[src/rtl/latch_ctrl_pkg.sv]
// Shared definitions for the latch write arbiter: FSM states, default sizing
// constants and the one-hot encoder used to drive latch enables.
package latch_ctrl_pkg;

  typedef enum logic [1:0] {
    ST_IDLE   = 2'd0,
    ST_SETUP  = 2'd1,
    ST_STROBE = 2'd2,
    ST_HOLD   = 2'd3
  } state_e;

  localparam int DEF_NREQ    = 4;
  localparam int DEF_DW      = 8;
  localparam int DEF_NWORD   = 4;
  localparam int DEF_PULSE_W = 2;
  localparam int ONEHOT_MAX  = 32;

  // Returns all-zero when idx addresses a word that does not exist.
  function automatic logic [ONEHOT_MAX-1:0] onehot(input logic [31:0] idx,
                                                   input int unsigned n);
    onehot = '0;
    if (idx < n && idx < ONEHOT_MAX) onehot[idx[4:0]] = 1'b1;
  endfunction

endpackage

[src/rtl/rr_arbiter.sv]
// Combinational round-robin picker: first asserted request at or after ptr,
// wrapping from NREQ-1 back to 0.
module rr_arbiter #(
  parameter int NREQ = 4,
  parameter int PW   = (NREQ > 1) ? $clog2(NREQ) : 1
) (
  input  logic [NREQ-1:0] req,
  input  logic [PW-1:0]   ptr,
  output logic [NREQ-1:0] gnt,
  output logic [PW-1:0]   idx,
  output logic            valid
);

  always_comb begin
    // NOTE: every output gets a default before the search so no path leaves
    // it unassigned, which would otherwise infer a latch.
    gnt   = '0;
    idx   = '0;
    valid = 1'b0;
    for (int k = 0; k < NREQ; k++) begin
      int cand;
      logic [PW-1:0] cand_idx;
      cand = int'(ptr) + k;
      if (cand >= NREQ) cand = cand - NREQ;
      cand_idx = PW'(cand);
      if (!valid && req[cand_idx]) begin
        valid         = 1'b1;
        gnt[cand_idx] = 1'b1;
        idx           = cand_idx;
      end
    end
  end

endmodule

[src/rtl/latch_write_arbiter.sv]
// Arbitrates NREQ requesters onto one bank of D-latch words, sequencing
// data setup, a PULSE_W-cycle enable strobe and a hold cycle per write.
module latch_write_arbiter
  import latch_ctrl_pkg::*;
#(
  parameter int NREQ    = DEF_NREQ,
  parameter int DW      = DEF_DW,
  parameter int NWORD   = DEF_NWORD,
  parameter int PULSE_W = DEF_PULSE_W,
  parameter int AW      = (NWORD > 1) ? $clog2(NWORD) : 1
) (
  input  logic               clk,
  input  logic               rst_n,
  input  logic [NREQ-1:0]    req,
  input  logic [NREQ*AW-1:0] req_addr,
  input  logic [NREQ*DW-1:0] req_data,
  output logic [NREQ-1:0]    gnt,
  output logic [NREQ-1:0]    done,
  output logic [DW-1:0]      latch_d,
  output logic [NWORD-1:0]   latch_e,
  output logic               busy
);

  localparam int PW = (NREQ > 1) ? $clog2(NREQ) : 1;
  localparam int CW = 4;

  state_e            state_q, state_d;
  logic [PW-1:0]     ptr_q, ptr_d;
  logic [AW-1:0]     addr_q, addr_d;
  logic [CW-1:0]     cnt_q, cnt_d;
  logic [NREQ-1:0]   gnt_q, gnt_d;
  logic [NREQ-1:0]   done_q, done_d;
  logic [DW-1:0]     latch_d_q, latch_d_d;
  logic [NWORD-1:0]  latch_e_q, latch_e_d;
  logic              busy_q, busy_d;
  logic              armed_q, armed_d;

  logic [NREQ-1:0]   arb_gnt;
  logic [PW-1:0]     arb_idx;
  logic              arb_valid;

  rr_arbiter #(.NREQ(NREQ), .PW(PW)) u_rr (
    .req   (req),
    .ptr   (ptr_q),
    .gnt   (arb_gnt),
    .idx   (arb_idx),
    .valid (arb_valid)
  );

  // armed_q holds off arbitration for the first edge after reset release.
  assign armed_d = 1'b1;

  always_comb begin
    state_d   = state_q;
    ptr_d     = ptr_q;
    addr_d    = addr_q;
    cnt_d     = cnt_q;
    gnt_d     = gnt_q;
    done_d    = '0;
    latch_d_d = latch_d_q;
    latch_e_d = '0;
    busy_d    = busy_q;
    case (state_q)
      ST_IDLE: begin
        if (armed_q && arb_valid) begin
          state_d   = ST_SETUP;
          gnt_d     = arb_gnt;
          addr_d    = req_addr[arb_idx*AW +: AW];
          latch_d_d = req_data[arb_idx*DW +: DW];
          busy_d    = 1'b1;
          ptr_d     = (arb_idx == PW'(NREQ-1)) ? '0 : arb_idx + 1'b1;
        end
      end
      ST_SETUP: begin
        state_d   = ST_STROBE;
        latch_e_d = NWORD'(onehot(32'(addr_q), NWORD));
        cnt_d     = CW'(PULSE_W - 1);
      end
      ST_STROBE: begin
        if (cnt_q == '0) begin
          state_d = ST_HOLD;
          done_d  = gnt_q;
        end else begin
          cnt_d     = cnt_q - 1'b1;
          latch_e_d = latch_e_q;
        end
      end
      ST_HOLD: begin
        state_d = ST_IDLE;
        gnt_d   = '0;
        busy_d  = 1'b0;
      end
      default: state_d = ST_IDLE;
    endcase
  end

  // NOTE: state is updated only with non-blocking assignments so every flop
  // samples the pre-edge value of its neighbours.
  always_ff @(posedge clk or negedge rst_n) begin
    if (!rst_n) begin
      state_q   <= ST_IDLE;
      ptr_q     <= '0;
      addr_q    <= '0;
      cnt_q     <= '0;
      gnt_q     <= '0;
      done_q    <= '0;
      latch_d_q <= '0;
      latch_e_q <= '0;
      busy_q    <= 1'b0;
      armed_q   <= 1'b0;
    end else begin
      state_q   <= state_d;
      ptr_q     <= ptr_d;
      addr_q    <= addr_d;
      cnt_q     <= cnt_d;
      gnt_q     <= gnt_d;
      done_q    <= done_d;
      latch_d_q <= latch_d_d;
      latch_e_q <= latch_e_d;
      busy_q    <= busy_d;
      armed_q   <= armed_d;
    end
  end

  assign gnt     = gnt_q;
  assign done    = done_q;
  assign latch_d = latch_d_q;
  assign latch_e = latch_e_q;
  assign busy    = busy_q;

endmodule

[config.mk]
export PLATFORM = sky130hd
export DESIGN_NAME = latch_write_arbiter
export DESIGN_NICKNAME = d
export VERILOG_FILES = /design/src/rtl/latch_ctrl_pkg.sv /design/src/rtl/rr_arbiter.sv /design/src/rtl/latch_write_arbiter.sv
export SDC_FILE = /design/constraint.sdc
export NUM_CORES = 1
export LEC_CHECK = 0
export BUFFER_PORTS_ARGS = -buffer_cell sky130_fd_sc_hd__buf_4
export CORE_MARGIN = 2
export CORE_UTILIZATION = 55
export DETAILED_ROUTE_END_ITERATION = 7
export GPL_ROUTABILITY_DRIVEN = 1
export HOLD_SLACK_MARGIN = 0.12
export PLACE_DENSITY = 0.88
export RECOVER_POWER = 50
export SYNTH_ARGS = -nofsm -noshare
export SYNTH_HDL_FRONTEND = slang
export SYNTH_SLANG_ARGS = --single-unit
[constraint.sdc]
create_clock -name clk -period 4.2 [get_ports clk]
set_input_delay 1.05 -clock clk [delete_from_list [all_inputs] [get_ports clk]]
set_output_delay 1.05 -clock clk [all_outputs]
set_load 0.03 [all_outputs]
=== Yosys cells after proc, flatten, opt, wreduce, memory -nomap -nowiden ===
Index checks and enable logic that the tools add are counted.

* Input port bits: 46
* Flip-flop bits (word level): 32
* Output and inout port bits: 21
* Logic and storage cells: 113

* Reduce and logical (&&, ||, !) cells: 20
* Shift operators: 2
* Muxes and demuxes: 48
* Bitwise logic cells: 3
* Add/subtract/negate cells: 9
* $lt $le $gt $ge: 14
* Equal/unequal tests: 7

{| class="wikitable"
|+ Operators by type and width
! kind !! count
|-
| 4-bit two-way mux || 9
|-
| 32-bit by 6-bit indexed part select with 8-bit output || 1
|-
| 4-bit case mux with 2 select lines || 3
|-
| 2-bit two-way mux || 11
|-
| 1-bit two-way mux || 14
|-
| 2-bit by 3-bit less-than comparator with 1-bit output (second input constant) || 4
|-
| 4-bit bitwise OR || 3
|-
| 1-bit demux with 2-bit select || 5
|-
| 2-bit by 1-bit >= comparator with 1-bit output (second input constant) || 5
|-
| 3-bit >= comparator (second input constant) || 3
|-
| 1-bit logical AND || 9
|-
| 1-bit binary-select mux with 2-bit select || 4
|-
| 2-bit case mux with 4 select lines || 1
|-
| 2-bit AND reduction || 4
|-
| 8-bit by 4-bit indexed part select with 2-bit output || 1
|-
| 2-bit by 1-bit subtractor with 2-bit output (second input constant) || 4
|-
| 2-bit by 2-bit adder with 3-bit output (second input constant) || 2
|-
| 2-bit equality test (second input constant) || 3
|-
| 2-bit by 6-bit less-than comparator with 1-bit output (second input constant) || 1
|-
| 2-bit != test (second input constant) || 3
|-
| 4-bit zero test || 1
|-
| 2-bit nonzero test || 2
|-
| 4-bit by 1-bit subtractor with 4-bit output (second input constant) || 1
|-
| 2-bit by 1-bit adder with 3-bit output (second input constant) || 1
|-
| 6 further kinds || 8
|}

=== Longest topological paths before layout ===
Gate-level depths: netlist (run 1).

* Depth in word-level cells: 17
* Mapped depth: 10
* Mapped depth without buffers: 8

=== By module ===
A second synthesis (run 1) with hierarchy kept.

* Cell total of the unflattened synthesis: 195
* Area total of the unflattened synthesis: 2119.5 um2

{| class="wikitable"
|+ By module, submodules not included
! module !! area an instance (um2) !! cells an instance !! times used !! sequential area each (um2)
|-
| latch_write_arbiter || 1697.9 || 150 || 1 || 800.8
|-
| rr_arbiter || 421.7 || 45 || 1 || 0.0
|}

=== Worst setup path after synthesis (run 1) ===
OpenSTA, ideal clock, no wires.

* Path kind: input-to-reg
* Start: input port req[0]
* End: register addr_q[0]
* Stages: 8
* Setup time: 0.135 ns
* Path slack: 1.407 ns
* Required time: 4.065 ns
* Buffers on the path: 2
* Data arrival time: 2.659 ns
* Cells stage by stage: buf_6 mux4_2 nand2b_1 a21o_1 and2_4 buf_6 a211oi_1 o31ai_1

* Word-level cells in the longest chain between the ends: 14
* Elaborated cells on any way between the ends: 25
* Classes of those cells: shift: 1; mux: 16; reduce/logical: 8

{| class="wikitable"
|+ Ends and longest elaborated chain
! item !! RTL line !! RTL
|-
| from (decl) || latch_write_arbiter.sv:14 || <nowiki>input logic [NREQ-1:0] req,</nowiki>
|-
| parallel branches: the longest is 14 deep, another holds 1-bit binary-select mux with 2-bit select || -- ||
|-
| to (signal assigned) || latch_write_arbiter.sv:114 || <nowiki>addr_q <= addr_d;</nowiki>
|-
| to (decl) || latch_write_arbiter.sv:29 || <nowiki>logic [AW-1:0] addr_q, addr_d;</nowiki>
|}

Several ways; the timed one is not identified. The select of a mux whose other input is x is not followed.
A chain may end at the register's enable or synchronous reset.

=== Worst setup path after layout (run 1) ===
* Start: register ptr_q[0]
* End: register addr_q[0]

* Word-level cells in the longest chain between the ends: 16
* Elaborated cells on any way between the ends: 40
* Classes of those cells: add/sub: 7; order compare: 4; shift: 1; mux: 20; reduce/logical: 8

{| class="wikitable"
|+ Ends and longest elaborated chain
! item !! RTL line !! RTL
|-
| from (decl) || latch_write_arbiter.sv:28 || <nowiki>logic [PW-1:0] ptr_q, ptr_d;</nowiki>
|-
| from (signal assigned) || latch_write_arbiter.sv:113 || <nowiki>ptr_q <= ptr_d;</nowiki>
|-
| parallel branches: the longest is 16 deep, another holds 2-bit by 1-bit adder with 3-bit output || -- ||
|}

Several ways; the timed one is not identified. The select of a mux whose other input is x is not followed.

==> flow_summary_export.csv, run 1 <==
group,metric,value,unit
setup_path,cp.required,4.33,ns
timing,hold_viol_final,0,
timing,fmax,288,MHz
status,status,"finished with violations",
floorplan,row_count,22,
cts,cts_resized,0,
cts,cts_num_sinks,32,
yosys,syn_inst,220,
cts,cts_setup_buffers,0,
yosys,synth.avg_cell_area,9.84,um2
yosys,synth_cell_types,41,
yosys,synth_area,0.00216,mm2
timing,tightest_slew,1.73,ns
detailed_routing,ant_nets,0,
worst_hold_path,min_path_type,"reg -> reg",
yosys,synth_area_leaders,"dfrtp_1 37%, a211oi_1 7.6%, ha_1 7.5%",
cts,cts_tree,"yes",
floorplan,start_util,0.582,
global_route,antenna_found_initial,0,
floorplan,io_pins,67,
status,violations,"max-capacitance violations, max-slew violations",
cts,htree_num_levels,2,
cts,clkLatencyLatePin,0.28,ns
placement,dpl_cell_area,0.00262,mm2
finish,fin_area,0.00273,mm2
global_route,grt_pass1_wl,7.62,mm
setup_path,crit_path_start_kind,"flop",
setup_path,reg2regPathDepth,8,
setup_path,cp-end-kind,"flop",
timing,timing.final.crit_share,0.827,
job,drv_cap,1,
detailed_routing,drc,0,
setup_path,cpMaxStageDelayCell,"dfrtp_1",
timing,fin_setup_tns,0,ns
detailed_routing,wirelength,4.82,mm
setup_path,cp_top_family,"compound AO/OA/AOI/OAI gates",
finish,layout_commonest_cell,"buf_4",
power_and_ir_drop,p_leak,0.00128,uW
setup_path,cp_max_fo,21,
setup_path,cp.depth,8,
yosys,synth_top_area_frac,0.370,
worst_hold_path,worstHoldPathCells,2,
yosys,ys.flop_type,"dfrtp_1",
setup_path,arrival,3.61,ns
floorplan,fp.dieW,66.7,um
floorplan,die_h,66.7,um
yosys,yosysTopAreaCell,"dfrtp_1",
finish,drive_gt1_frac,0.289,
yosys,yosysSeqAreaShare,0.370,
finish,final_cell_mix,"66 x buf_4, 32 x dfrtp_1, 26 x nand2_1",
yosys,yosysWarnings,0,
detailed_routing,via_per_inst,5.70,
finish,fillers,299,
setup_path,criticalPathCategory,"reg -> reg",
cts,numCtsBuffers,5,
placement,gp_congestion,0.880,
placement,port_buffers,66,
global_route,grtUsageTotal,0.226,
timing,maxSlewHeadroom,-0.151,
power_and_ir_drop,ir_drop,556,uV
setup_path,crit_path_max_incr_delay,0.66,ns
cts,clkTransAtPathRegs,0.07,ns
timing,finClkSkew,0.00613,ns
finish,antenna-diode-count,0,
timing,rsz0062_at_grt,"false",
yosys,synth_edf_count,0,
yosys,ys_ff_latch,32,
global_route,grt_max_degree,33,
yosys,async_flop_share,1.00,
detailed_routing,wire_per_inst,14.7,um
placement,place_ws,0.722,ns
yosys,synth_nets,279,
detailed_routing,drtIter0Drc,97,
detailed_routing,vias,1871,
floorplan,die_area,0.00445,mm2
cts,cts_root_buffer,"clkbuf_8",
finish,nets,338,
setup_path,crit_path_cell_trace,"inv_1 -> ha_1 -> mux4_2 -> nand2b_1 -> a21o_1 -> and2_4 -> a211oi_1 -> o31ai_1",
timing,slew_viol_final,33,
timing,setup_violations,0,
timing,hold_ws,0.472,ns
global_route,grt_pass1_vias,1671,
power_and_ir_drop,power_density,763,mW/mm2
cts,clockBufferDepth,2,
timing,setup_ws,0.725,ns
timing,period_needed,3.48,ns
finish,final_util,0.733,
floorplan,core_area,0.00372,mm2
global_route,grt-ovfl-total,0,
placement,post-dp-hpwl,3.73,mm
cts,postCtsHoldBufs,0,
finish,area_growth,25.9,%
detailed_routing,drtPass1Iterations,4,
setup_path,critPathBufInv,1,
[metrics by stage]
step | total power, uW | std cells
5_1_grt | 2250 | 328
2_1_floorplan | 1530 | 220
3_5_place_dp | 1800 | 320
3_3_place_gp | 1750 | 320
6_report | 2080 | 328
4_1_cts | 2080 | 328
[worst min-delay path, delay by kind of cell (launching register included)]
kind | cells | cell delay [ns]
flops | 1 | 0.34
simple gates | 2 | 0.10
[layer usage]
layer / vias up / GRT usage / part of all wire
met5: - / 0 / 0
met4: 0 / 0.0612 / 0.010
met3: 5 / 0.0490 / 0.050
met2: 59 / 0.365 / 0.49
met1: 877 / 0.306 / 0.45
li1: 930 / - / -
[flip-flops by register name, indices dropped and copies added (netlist names)]
name,cells
addr_q,2
armed_q,1
busy,1
cnt_q,4
done,4
gnt,4
latch_d,8
latch_e,4
ptr_q,2
state_q,2
[report_power, final]
| part | internal, uW | leakage (uW) | total [uW] | switching, uW |
|---|---|---|---|---|
| sequential | 424 | 0.000415 | 538 | 113 |
| combinational | 504 | 0.000810 | 1250 | 751 |
| clock | 176 | 0.0000552 | 288 | 112 |
| total | 1100 | 0.00128 | 2080 | 977 |
[cells in the mapped netlist, types with 2 or more instances]
cell / n
o41ai_1: 2
mux4_2: 3
mux2i_1: 4
clkbuf_1: 4
buf_6: 5
a211oi_1: 22
ha_1: 13
xnor2_1: 2
nor2_1: 6
dfrtp_1: 32
a21boi_0: 9
and2_1: 5
o21ai_1: 2
inv_1: 8
nand4b_1: 2
o21a_1: 2
o31ai_1: 12
a22oi_1: 8
buf_4: 2
buf_2: 3
nand3_1: 2
nand2b_1: 3
nor2b_1: 2
a21boi_1: 11
a21o_1: 2
a22o_1: 4
nand2_1: 26
o21bai_1: 2
o21ai_0: 10
[cells by family (layout without fill, tap and decap cells)]
logic type / Yosys count / after routing / synth area share
buf+inv: 23 / 83 / 0.0630
flops: 32 / 32 / 0.370
xor+xnor: 2 / 2 / 0.00809
compound gates: 89 / 89 / 0.301
simple gates: 52 / 52 / 0.125
mux: 8 / 8 / 0.0561
fa+ha+maj: 13 / 13 / 0.0751
other cells: 1 / 1 / 0.00173
[final cells by class]
class | instances | area (um2) | share of cell area
multi-input cells | 165 | 1230 | 0.450
flip-flops and latches | 32 | 801 | 0.294
repair buffers | 67 | 499 | 0.183
clock buffers | 6 | 72.6 | 0.0266
well taps | 48 | 60.1 | 0.0220
clock inverters | 2 | 35.0 | 0.0129
inverters | 8 | 30.0 | 0.0110
[worst paths after layout]
| path | from | end | slack, ns |
|---|---|---|---|
| min in group asynchronous | rst_n | gnt[1] | 1.22 |
| min reg2reg | latch_e[2] | latch_e[2] | 0.47 |
| min | latch_e[2] | latch_e[2] | 0.47 |
| max reg2reg | ptr_q[0] | addr_q[0] | 0.72 |
| max in group asynchronous | rst_n | state_q[0] | 1.99 |
| max | ptr_q[0] | addr_q[0] | 0.72 |
(Power assumes the default switching activity.)
==> run 2, diff against run 1 <==
--- a/config.mk
+++ b/config.mk
@@ -7,11 +7,11 @@
 export LEC_CHECK = 0
 export BUFFER_PORTS_ARGS = -buffer_cell sky130_fd_sc_hd__buf_4
 export CORE_MARGIN = 2
-export CORE_UTILIZATION = 55
+export CORE_UTILIZATION = 46
 export DETAILED_ROUTE_END_ITERATION = 7
 export GPL_ROUTABILITY_DRIVEN = 1
 export HOLD_SLACK_MARGIN = 0.12
-export PLACE_DENSITY = 0.88
+export PLACE_DENSITY = 0.79
 export RECOVER_POWER = 50
 export SYNTH_ARGS = -nofsm -noshare
 export SYNTH_HDL_FRONTEND = slang
==> constraint.sdc (replaced) <==
create_clock -name clk -period 3.1 [get_ports clk]
set_input_delay 0.775 -clock clk [delete_from_list [all_inputs] [get_ports clk]]
set_output_delay 0.775 -clock clk [all_outputs]
set_load 0.03 [all_outputs]
==> run 2 against run 1 <==
Effect of this change: the run still ends with max-capacitance violations, max-slew violations left; sequential share of layout area is 0.45 points lower; highest routed layer unchanged; largest power group unchanged; register-to-register slack worse by 0.35 ns; final cell count increased by 2.7%; die area rose by 18%; critical endpoint is now latch_d[4]; via count shrank 1.5%; count of clock-buffer cells in the layout rose by 1.
==> flow_summary_export.csv, run 2 (synthesis results as in run 1) <==
group,metric,value,unit
cts,clkLatencyLatePin,0.28,ns
setup_path,crit_path_start_kind,"flop",
timing,hold_viol_final,0,
floorplan,io_pins,67,
global_route,grt-ovfl-total,0,
detailed_routing,drtPass1Iterations,4,
status,status,"finished with violations",
floorplan,row_count,24,
finish,drive_gt1_frac,0.288,
detailed_routing,drtIter0Drc,80,
cts,postCtsHoldBufs,0,
setup_path,cp_max_fo,11,
detailed_routing,wire_per_inst,14.2,um
cts,clkTransAtPathRegs,0.07,ns
finish,area_growth,27.9,%
setup_path,reg2regPathDepth,7,
power_and_ir_drop,p_leak,0.00129,uW
placement,dp_cells,329,
setup_path,criticalPathCategory,"reg -> reg",
setup_path,arrival,2.88,ns
cts,cts_num_sinks,32,
timing,slew_viol_final,33,
floorplan,die_h,72.6,um
timing,setup_violations,0,
floorplan,core_area,0.00444,mm2
placement,gp_congestion,0.839,
timing,hold_ws,0.479,ns
detailed_routing,via_per_inst,5.47,
setup_path,reg2reg_to,"latch_d[4]",
floorplan,fp.dieW,72.6,um
timing,tightest_slew,1.66,ns
global_route,grtUsageTotal,0.188,
timing,period_needed,2.73,ns
finish,layout_commonest_cell,"buf_4",
finish,final_cell_mix,"65 x buf_4, 32 x dfrtp_1, 26 x nand2_1",
worst_hold_path,min-delay-start,"latch_e[2]",
status,violations,"max-capacitance violations, max-slew violations",
power_and_ir_drop,ir_drop,612,uV
timing,finClkSkew,0.00391,ns
cts,clockBufferDepth,2,
finish,largest_register_ff_count,8,
floorplan,die_area,0.00527,mm2
detailed_routing,vias,1842,
cts,htree_num_levels,2,
worst_hold_path,min_path_type,"reg -> reg",
timing,rsz0062_at_grt,"false",
setup_path,cp-end-kind,"flop",
setup_path,r2r_start,"ptr_q[1]",
timing,fin_setup_tns,0,ns
global_route,grt_pass1_wl,7.73,mm
setup_path,cp.required,3.25,ns
timing,timing.final.crit_share,0.880,
job,drv_cap,1,
setup_path,reg2reg_slack,0.37,ns
global_route,grt_pass1_vias,1685,
cts,cts_tree,"yes",
power_and_ir_drop,power_density,1050,mW/mm2
floorplan,start_util,0.487,
timing,maxSlewHeadroom,-0.109,
global_route,grt_max_degree,33,
cts,cts_root_buffer,"clkbuf_8",
placement,port_buffers,66,
detailed_routing,ant_nets,0,
finish,nets,343,
placement,post-dp-hpwl,3.66,mm
power_and_ir_drop,power.total,2910,uW
finish,antenna-diode-count,0,
worst_hold_path,worstHoldPathCells,2,
global_route,antenna_found_initial,0,
detailed_routing,drc,0,
timing,fmax,366,MHz
finish,stdcell_count,337,
detailed_routing,wirelength,4.79,mm
cts,numCtsBuffers,5,
finish,final_util,0.623,
worst_hold_path,hold_end,"latch_e[2]",
==> run 2: cell types whose count changed in the layout (fill, tap and decap cells not counted) <==
cell      previous run  this run
clkbuf_8             5         7
and2_1               1         5
clkinv_2             1         0
o21ai_2              0         1
and2_0               4         0
clkbuf_1             2         7
buf_4               66        65
o21ai_1              2         1
==> run 2: final cells by class <==
class | count | area (um2)
Timing Repair Buffer | 72 | 514
Inverter | 8 | 30.0
Clock inverter | 1 | 30.0
Sequential cell | 32 | 801
Clock buffer | 7 | 96.3
Fill cell | 415 | 1680
Tap cell | 52 | 65.1
Multi-Input combinational cell | 165 | 1230
==> run 2: power by group <==
| part | leakage [uW] | internal, uW | switching (uW) | total (uW) |
|---|---|---|---|---|
| combinational | 0.000814 | 713 | 1070 | 1790 |
| sequential | 0.000415 | 576 | 109 | 684 |
| clock | 0.0000645 | 283 | 151 | 434 |
==> run 2: metrics by stage <==
step           setup slack (ns)  instance area, um2
5_1_grt                   0.134                2770
3_3_place_gp              0.254                2660
4_1_cts                   0.250                2790
6_report                  0.370                2770
2_1_floorplan             0.356                2160
3_5_place_dp              0.176                2660
==> run 2: worst max-delay path, stage by stage, from the launching register on <==
cell and delay, ns:
dfrtp_1 0.34, inv_1 0.07, ha_1 0.38, mux4_2 0.64, nor4b_4 0.44, o21ai_2 0.24, a211oi_1 0.35, o31ai_1 0.12
==> run 2: repair_timing <==
action,4_1_cts,5_1_grt
buffers inserted,0,0
gates resized for setup,0,1
setup endpoints to repair,0,1
==> run 2: per-layer routing <==
metal / vias up / share of wire / routed length (um) / GRT usage
met2: 50 / 0.50 / 2390 / 0.301
met3: 5 / 0.045 / 216 / 0.0290
met1: 842 / 0.44 / 2110 / 0.254
met5: - / 0 / 0 / 0
li1: 945 / - / - / -
met4: 0 / 0.015 / 74 / 0.0802
==> run 2: how the worst max path moves through the flow <==
stage	cells after the start	endpoint	startpoint	slack (ns)
after floorplan	10	addr_q[0]	ptr_q[0]	0.36
after global placement	6	latch_d[4]	req[2]	0.25
after detailed placement	6	latch_d[3]	req[0]	0.18
after CTS	7	latch_d[3]	ptr_q[1]	0.25
after global routing	7	latch_d[0]	ptr_q[1]	0.13
final	7	latch_d[4]	ptr_q[1]	0.37
==> run 3, diff against run 2 <==
--- a/config.mk
+++ b/config.mk
@@ -10,6 +10,7 @@
 export CORE_UTILIZATION = 46
 export DETAILED_ROUTE_END_ITERATION = 7
 export GPL_ROUTABILITY_DRIVEN = 1
+export GPL_TIMING_DRIVEN = 0
 export HOLD_SLACK_MARGIN = 0.12
 export PLACE_DENSITY = 0.79
 export RECOVER_POWER = 50
==> run 3 against run 2 <==
Effect of this change: the flow still finishes with violations (max-capacitance violations, max-slew violations); register-to-register slack worse by 0.16 ns; hold slack worse by 0.011 ns; combinational power is 9% higher; utilization is 0.96 points higher; first-iteration DRC count is 11% lower.
==> flow_summary_export.csv, run 3 (synthesis results as in run 1) <==
group,metric,value,unit
status,status,"finished with violations",
status,violations,"max-capacitance violations, max-slew violations",
setup_path,cp-end-kind,"flop",
finish,multi_input_area,0.00127,mm2
finish,final_cell_mix,"58 x buf_4, 31 x dfrtp_1, 26 x nand2_1",
timing,hold_viol_final,0,
global_route,grt_max_degree,33,
placement,place_ws,-0.148,ns
global_route,grtUsageTotal,0.198,
timing,rsz0062_at_grt,"false",
floorplan,row_count,24,
timing,setup_violations,0,
global_route,grt_pass1_vias,1809,
placement,port_buffers,64,
timing,maxSlewHeadroom,-0.119,
finish,layout_commonest_cell,"buf_4",
floorplan,core_area,0.00444,mm2
power_and_ir_drop,power.total,2940,uW
finish,nets,352,
timing,setup_ws,0.206,ns
global_route,grt_pass1_wl,8.17,mm
finish,fillers,390,
setup_path,reg2regPathDepth,10,
floorplan,die_h,72.6,um
cts,cts_num_sinks,32,
global_route,grt-ovfl-total,0,
timing,slew_viol_final,33,
timing,timing.final.crit_share,0.933,
finish,stdcell_count,345,
setup_path,cp_max_fo,10,
floorplan,die_area,0.00527,mm2
power_and_ir_drop,p_leak,0.00130,uW
worst_hold_path,worstHoldPathCells,2,
cts,htree_num_levels,2,
detailed_routing,vias,1910,
cts,numCtsBuffers,5,
finish,area_growth,29.8,%
setup_path,criticalPathCategory,"reg -> reg",
power_and_ir_drop,ir_drop,843,uV
setup_path,crit_path_start_kind,"flop",
placement,post-dp-hpwl,3.84,mm
detailed_routing,wire_per_inst,14.5,um
finish,largest_register_ff_count,8,
cts,clkTransAtPathRegs,0.06,ns
timing,period_needed,2.89,ns
timing,fmax,346,MHz
power_and_ir_drop,power_density,1040,mW/mm2
detailed_routing,wirelength,5.00,mm
cts,cts_tree,"yes",
detailed_routing,drtIter0Drc,71,
cts,clockBufferDepth,2,
timing,fin_setup_tns,0,ns
global_route,antenna_found_initial,0,
detailed_routing,ant_nets,0,
detailed_routing,via_per_inst,5.54,
floorplan,fp.dieW,72.6,um
detailed_routing,drc,0,
finish,antenna-diode-count,0,
floorplan,start_util,0.487,
worst_hold_path,min_path_type,"reg -> reg",
cts,cts_root_buffer,"clkbuf_8",
cts,clkLatencyLatePin,0.27,ns
job,drv_cap,1,
placement,gp_congestion,0.789,
timing,finClkSkew,0.00494,ns
setup_path,arrival,3.03,ns
finish,drive_gt1_frac,0.307,
setup_path,cp.required,3.24,ns
detailed_routing,drtPass1Iterations,5,
placement,dp_cells,336,
timing,tightest_slew,1.68,ns
cts,postCtsHoldBufs,0,
finish,regArea,802,um2
floorplan,io_pins,67,
==> run 3: per-layer routing <==
layer  part of all wire  vias to the layer above  track usage
met5                  0                        -            0
met4              0.017                        0       0.0617
met3              0.042                        7       0.0373
met2               0.47                       57        0.322
met1               0.47                      884        0.267
li1                   -                      962            -
==> run 3: worst paths after layout <==
kind / start / endpoint / slack (ns)
setup reg to reg: ptr_q[0] / latch_d[3] / 0.21
hold / removal: latch_e[2] / latch_e[2] / 0.47
max in group asynchronous: rst_n / ptr_q[0] / 1.08
setup / recovery: ptr_q[0] / latch_d[3] / 0.21
hold reg to reg: latch_e[2] / latch_e[2] / 0.47
min in group asynchronous: rst_n / armed_q / 0.93
==> run 3: layout make-up <==
type / count / area share
Multi-Input combinational cell: 165 / 0.452
Sequential cell: 32 / 0.285
Timing Repair Buffer: 66 / 0.163
Buffer: 15 / 0.0383
Clock buffer: 6 / 0.0258
Tap cell: 52 / 0.0232
Inverter: 8 / 0.0107
Clock inverter: 1 / 0.00178
==> run 3: power breakdown <==
part	total, uW	leakage (uW)	internal [uW]	switching, uW
combinational	1950	0.000841	809	1140
clock	291	0.0000410	152	139
sequential	698	0.000414	577	121
total	2940	0.00130	1540	1400
==> run 3: critical path, cell delays in order (launching register included) <==
cell      delay (ns)
dfrtp_2         0.41
buf_6           0.17
inv_1           0.16
ha_4            0.35
mux4_2          0.58
nand2b_1        0.17
a21o_1          0.20
and2_4          0.17
buf_6           0.14
a211oi_2        0.29
o31ai_1         0.11
==> run 3: timing repair <==
action / CTS / global route
pin swaps: 1 / 0
resized for setup: 4 / 8
buffers inserted: 2 / 0
cloned: 0 / 0
endpoints found under the setup margin: 9 / 10
==> run 3: through the flow <==
step                 util  instance area [um2]  hold WS, ns
floorplan               -                 2160        0.459
global placement    0.610                 2710        0.453
detailed placement  0.610                 2710        0.460
CTS                 0.635                 2820        0.439
global route        0.632                 2810        0.502
finish              0.632                 2810        0.467
